File: config.mk
export PLATFORM = sky130hd
export DESIGN_NAME = tt_pad_ctrl_array
export DESIGN_NICKNAME = d
export VERILOG_FILES = /design/src/rtl/tt_pad_ctrl_array.sv
export SDC_FILE = /design/constraint.sdc
export NUM_CORES = 1
export LEC_CHECK = 0
export BUFFER_PORTS_ARGS = -buffer_cell sky130_fd_sc_hd__buf_2
export CAP_MARGIN = 20
export CORE_MARGIN = 2
export CORE_UTILIZATION = 50
export DETAILED_ROUTE_END_ITERATION = 12
export PLACE_DENSITY = 0.7
export REMOVE_ABC_BUFFERS = 1
export SLEW_MARGIN = 10
export SYNTH_ARGS = -nofsm -noshare
export SYNTH_HDL_FRONTEND = slang
export SYNTH_SLANG_ARGS = --single-unit
File: constraint.sdc
create_clock -name clk -period 4.75 [get_ports clk]
set_clock_uncertainty 0.15 [all_clocks]
set_input_delay 0.95 -clock clk [delete_from_list [all_inputs] [get_ports clk]]
set_output_delay 0.95 -clock clk [all_outputs]
set_load 0.05 [all_outputs]
File: src/rtl/tt_pad_ctrl_array.sv
// Runtime-configurable controller for NUM_CH bidirectional tile pads.
// A serial shadow chain is loaded into an active config that drives pad controls and the input filter.
module tt_pad_ctrl_array #(
    parameter int          NUM_CH   = 4,
    parameter int          FILT_LEN = 4,
    parameter logic [7:0]  RST_CFG  = 8'h24
) (
    input  logic              clk,
    input  logic              rst,
    input  logic              cfg_sdi,
    input  logic              cfg_shift,
    input  logic              cfg_load,
    output logic              cfg_sdo,
    input  logic [NUM_CH-1:0] dout,
    input  logic [NUM_CH-1:0] dout_oe,
    output logic [NUM_CH-1:0] din,
    input  logic [NUM_CH-1:0] pad_Y,
    output logic [NUM_CH-1:0] pad_A,
    output logic [NUM_CH-1:0] pad_OE,
    output logic [NUM_CH-1:0] pad_IE,
    output logic [NUM_CH-1:0] pad_SL,
    output logic [NUM_CH-1:0] pad_CS,
    output logic [NUM_CH-1:0] pad_PD,
    output logic [NUM_CH-1:0] pad_PU
);

    localparam int W  = 8 * NUM_CH;
    localparam int CW = $clog2(FILT_LEN + 1);
    localparam logic [CW-1:0] CNT_MAX = CW'(FILT_LEN - 1);

    logic [W-1:0]      r_shadow;
    logic [W-1:0]      r_active;
    logic [NUM_CH-1:0] r_s1;
    logic [NUM_CH-1:0] r_s2;
    logic [NUM_CH-1:0] r_din;
    logic [CW-1:0]     r_cnt [NUM_CH];

    logic [NUM_CH-1:0] r_pad_a, r_pad_oe, r_pad_ie, r_pad_sl, r_pad_cs, r_pad_pd, r_pad_pu;
    logic [NUM_CH-1:0] w_a, w_oe, w_ie, w_sl, w_cs, w_pd, w_pu;

    always_comb begin
        w_a  = '0;
        w_oe = '0;
        w_ie = '0;
        w_sl = '0;
        w_cs = '0;
        w_pd = '0;
        w_pu = '0;
        for (int unsigned k = 0; k < NUM_CH; k++) begin
            case (r_active[8*k +: 2])
                2'b01: begin w_a[k] = dout[k]; w_oe[k] = 1'b1;       end
                2'b10: begin w_a[k] = dout[k]; w_oe[k] = dout_oe[k]; end
                2'b11: w_oe[k] = ~dout[k];
                default: ;
            endcase
            w_ie[k] = r_active[8*k + 2];
            w_sl[k] = r_active[8*k + 3];
            w_cs[k] = r_active[8*k + 4];
            w_pd[k] = r_active[8*k + 5];
            w_pu[k] = r_active[8*k + 6];
        end
    end

    always_ff @(posedge clk) begin
        if (rst) begin
            r_shadow <= {NUM_CH{RST_CFG}};
            r_active <= {NUM_CH{RST_CFG}};
            r_pad_a  <= '0;
            r_pad_oe <= '0;
            r_pad_ie <= {NUM_CH{RST_CFG[2]}};
            r_pad_sl <= {NUM_CH{RST_CFG[3]}};
            r_pad_cs <= {NUM_CH{RST_CFG[4]}};
            r_pad_pd <= {NUM_CH{RST_CFG[5]}};
            r_pad_pu <= {NUM_CH{RST_CFG[6]}};
        end else begin
            if (cfg_shift) r_shadow <= {r_shadow[W-2:0], cfg_sdi};
            // Load copies the pre-edge shadow, so a simultaneous shift does not leak into active.
            if (cfg_load)  r_active <= r_shadow;
            r_pad_a  <= w_a;
            r_pad_oe <= w_oe;
            r_pad_ie <= w_ie;
            r_pad_sl <= w_sl;
            r_pad_cs <= w_cs;
            r_pad_pd <= w_pd;
            r_pad_pu <= w_pu;
        end
    end

    always_ff @(posedge clk) begin
        if (rst) begin
            r_s1  <= '0;
            r_s2  <= '0;
            r_din <= '0;
            for (int unsigned k = 0; k < NUM_CH; k++) r_cnt[k] <= '0;
        end else begin
            r_s1 <= pad_Y;
            r_s2 <= r_s1;
            for (int unsigned k = 0; k < NUM_CH; k++) begin
                if (!r_active[8*k + 7]) begin
                    r_din[k] <= r_s2[k];
                    r_cnt[k] <= '0;
                end else if (r_s2[k] == r_din[k]) begin
                    r_cnt[k] <= '0;
                end else if (r_cnt[k] == CNT_MAX) begin
                    r_din[k] <= r_s2[k];
                    r_cnt[k] <= '0;
                end else begin
                    r_cnt[k] <= r_cnt[k] + CW'(1);
                end
                // Counter clear on load takes priority over the per-channel update above.
                if (cfg_load) r_cnt[k] <= '0;
            end
        end
    end

    assign cfg_sdo = r_shadow[W-1];
    assign din     = r_din;
    assign pad_A   = r_pad_a;
    assign pad_OE  = r_pad_oe;
    assign pad_IE  = r_pad_ie;
    assign pad_SL  = r_pad_sl;
    assign pad_CS  = r_pad_cs;
    assign pad_PD  = r_pad_pd;
    assign pad_PU  = r_pad_pu;

endmodule
==> flow_summary.ini <==
[global_routing]
grt-ovfl-total = 0
grtUsageMet1 = 0.182
grt_start_max_net_pins = 69
antenna_found_initial = 0
grt_pass1_vias = 2459
busiest_layer = met2
grt_use_met3 = 0.0540
grt_util_met2 = 0.244
grt_usage = 0.152
grt_pass1_wl_um = 10700

[setup_path]
crit_buf_inv = 1
path_depth = 1
critPathRequiredTime_ns = 3.65
critPathArrivalTime_ns = 1.14
cp_slowest_cell = dfxtp_1
worst-path-max-fanout = 3
critPathKind = register to primary output
crit_chain = buf_2
crit_family = flip-flops
start_kind = register
cpPeakStageDelay_ns = 0.37
r2r_cells = 5
crit_path_end_kind = primary output

[clock_tree]
cts_tree = yes
cts-htree-levels = 4
cts_buffers = 17
clock-root-buffer = clkbuf_8
cts.sinks = 116
clk_pin_slew_ns = 0.05
cts_buffer_depth = 2
cts_hold_buffers = 0
clk_latency_ns = 0.50
post_cts_buffers = 0
cts_resized = 0

[job]
cap_violations = 0

[sta]
fmax_mhz = 446
relSlewSlack = 0.280
tightest_slew_ns = 1.08
fin_setup_tns_ns = 0
final_max_slew_viol_count = 0
whs_ns = 0.282
finalCriticalPeriod_ns = 2.24
setup_viol = 0
grt_setup_unrepaired = false
hold_viol = 0
fin_crit_sh = 0.472

[synthesis]
synthMuxAreaShare = 0.123
synth_compound_area_frac = 0.0414
synth_cell_types = 21
synth_fa_ha_area_frac = 0.0474
ys_seq_elements = 116
synth_xor_area_frac = 0.00829
synth_top_family_by_area = simple AND/OR/NAND/NOR gates
yosysWarnings = 0
syn_avg_cell_area_um2 = 11.3
synth_area_um2 = 4230
synthCells = 373
synth-simple-area-share = 0.159
synth.yosys.seq_area_share = 0.578

[place]
port-buffer-count = 49
dp.cells = 519
gp_congestion = 0.696
hpwl_um = 3820
post_dp_cell_area_um2 = 4520

[route]
drc = 0
via_per_inst = 4.72
drt_wl_total_um = 6250
final_antenna_net_count = 0
drtIter0Drc = 69
first_pass_iters = 4
vias = 2598
wl_per_cell_um = 11.3

[finish]
nets = 466
regArea_um2 = 2440
instances_no_fill = 551
drive_above_1_share = 0.193
multi_input_area_um2 = 1650
final_area_um2 = 5060
area_growth_pct = 19.8
final_cell_mix = dfxtp_1, nor2_1, mux2i_1, buf_2, nor2b_1
nFillCells = 681
final_common_cell = dfxtp_1
antennaDiodeCount = 0

[min_path]
hp-class = register to register
hold_path_depth = 1

[floorplan]
initial_core_util = 0.514
die_w_um = 95.9
io_pins = 50
fp.dieArea_um2 = 9200
fp.dieH_um = 95.9
core_um2 = 8220
rows = 33

[run_status]
outcome = complete, no violations

[power_and_ir_drop]
power.density_nw_per_um2 = 458
p_leak_nw = 2.29
p_total_mw = 2.32
peakVddDrop_mv = 0.355
[kinds of logic (layout without fill, tap and decap cells)]
| family | Yosys count | count (layout) |
|---|---|---|
| AO/OA/AOI/OAI | 20 | 20 |
| XOR/XNOR | 4 | 4 |
| adder cells (fa/ha/maj) | 16 | 16 |
| buffers and inverters | 32 | 94 |
| flip-flops | 116 | 116 |
| multiplexers | 52 | 52 |
| other | 1 | 12 |
| AND/OR/NAND/NOR | 132 | 132 |
[final timing paths]
path	start	to	slack (ns)
worst max register to register	r_cnt[1][0]	r_cnt[1][0]	2.89
worst min register to register	r_active[10]	pad_IE[1]	0.28
worst min-delay path	r_active[10]	pad_IE[1]	0.28
worst max-delay path	din[3]	din[3]	2.51
[cell usage after synthesis]
master	n	area, um^2
buf_4	4	30.0
a211o_1	16	140
nor3b_1	4	30.0
or2_2	8	50.1
mux2i_1	52	521
buf_2	4	20.0
or4_4	4	45.0
ha_1	16	200
and2b_1	1	7.51
a311oi_1	4	35.0
inv_1	12	45.0
buf_6	5	56.3
nand2b_1	8	50.1
nor2_1	68	255
nand2_1	4	15.0
conb_1	1	3.75
nor2b_1	35	219
xnor2_1	4	35.0
dfxtp_1	104	2080
edfxtp_1	12	360
clkbuf_1	7	26.3
[state kept, by name, indices dropped and copies added (netlist names)]
signal	flops
pad_SL	4
r_shadow	32
pad_CS	4
r_s2	4
din	4
r_active	32
pad_PU	4
r_s1	4
r_cnt	12
pad_IE	4
pad_OE	4
pad_A	4
pad_PD	4
[metrics by stage]
step / setup slack, ns / util
after floorplan: 2.91 / -
after global placement: 2.22 / 0.550
after detailed placement: 2.20 / 0.550
after CTS: 2.48 / 0.616
after global routing: 2.43 / 0.616
final: 2.51 / 0.616
[layout make-up]
type | count | area share
flip-flops and latches | 116 | 0.482
multi-input cells | 236 | 0.325
clock buffers | 28 | 0.0981
repair buffers | 50 | 0.0504
well taps | 105 | 0.0259
clock inverters | 4 | 0.00890
inverters | 12 | 0.00890
[power breakdown]
part / internal (mW) / switching (mW)
combinational: 0.0523 / 0.0780
sequential: 1.03 / 0.0210
clock: 0.749 / 0.389
[routing by layer]
layer	vias to the layer above	part of all wire
li1	1351	-
met1	1193	0.49
met2	47	0.46
met3	7	0.042
met4	0	0.010
met5	-	0
Power figures use the tool's default switching activity.
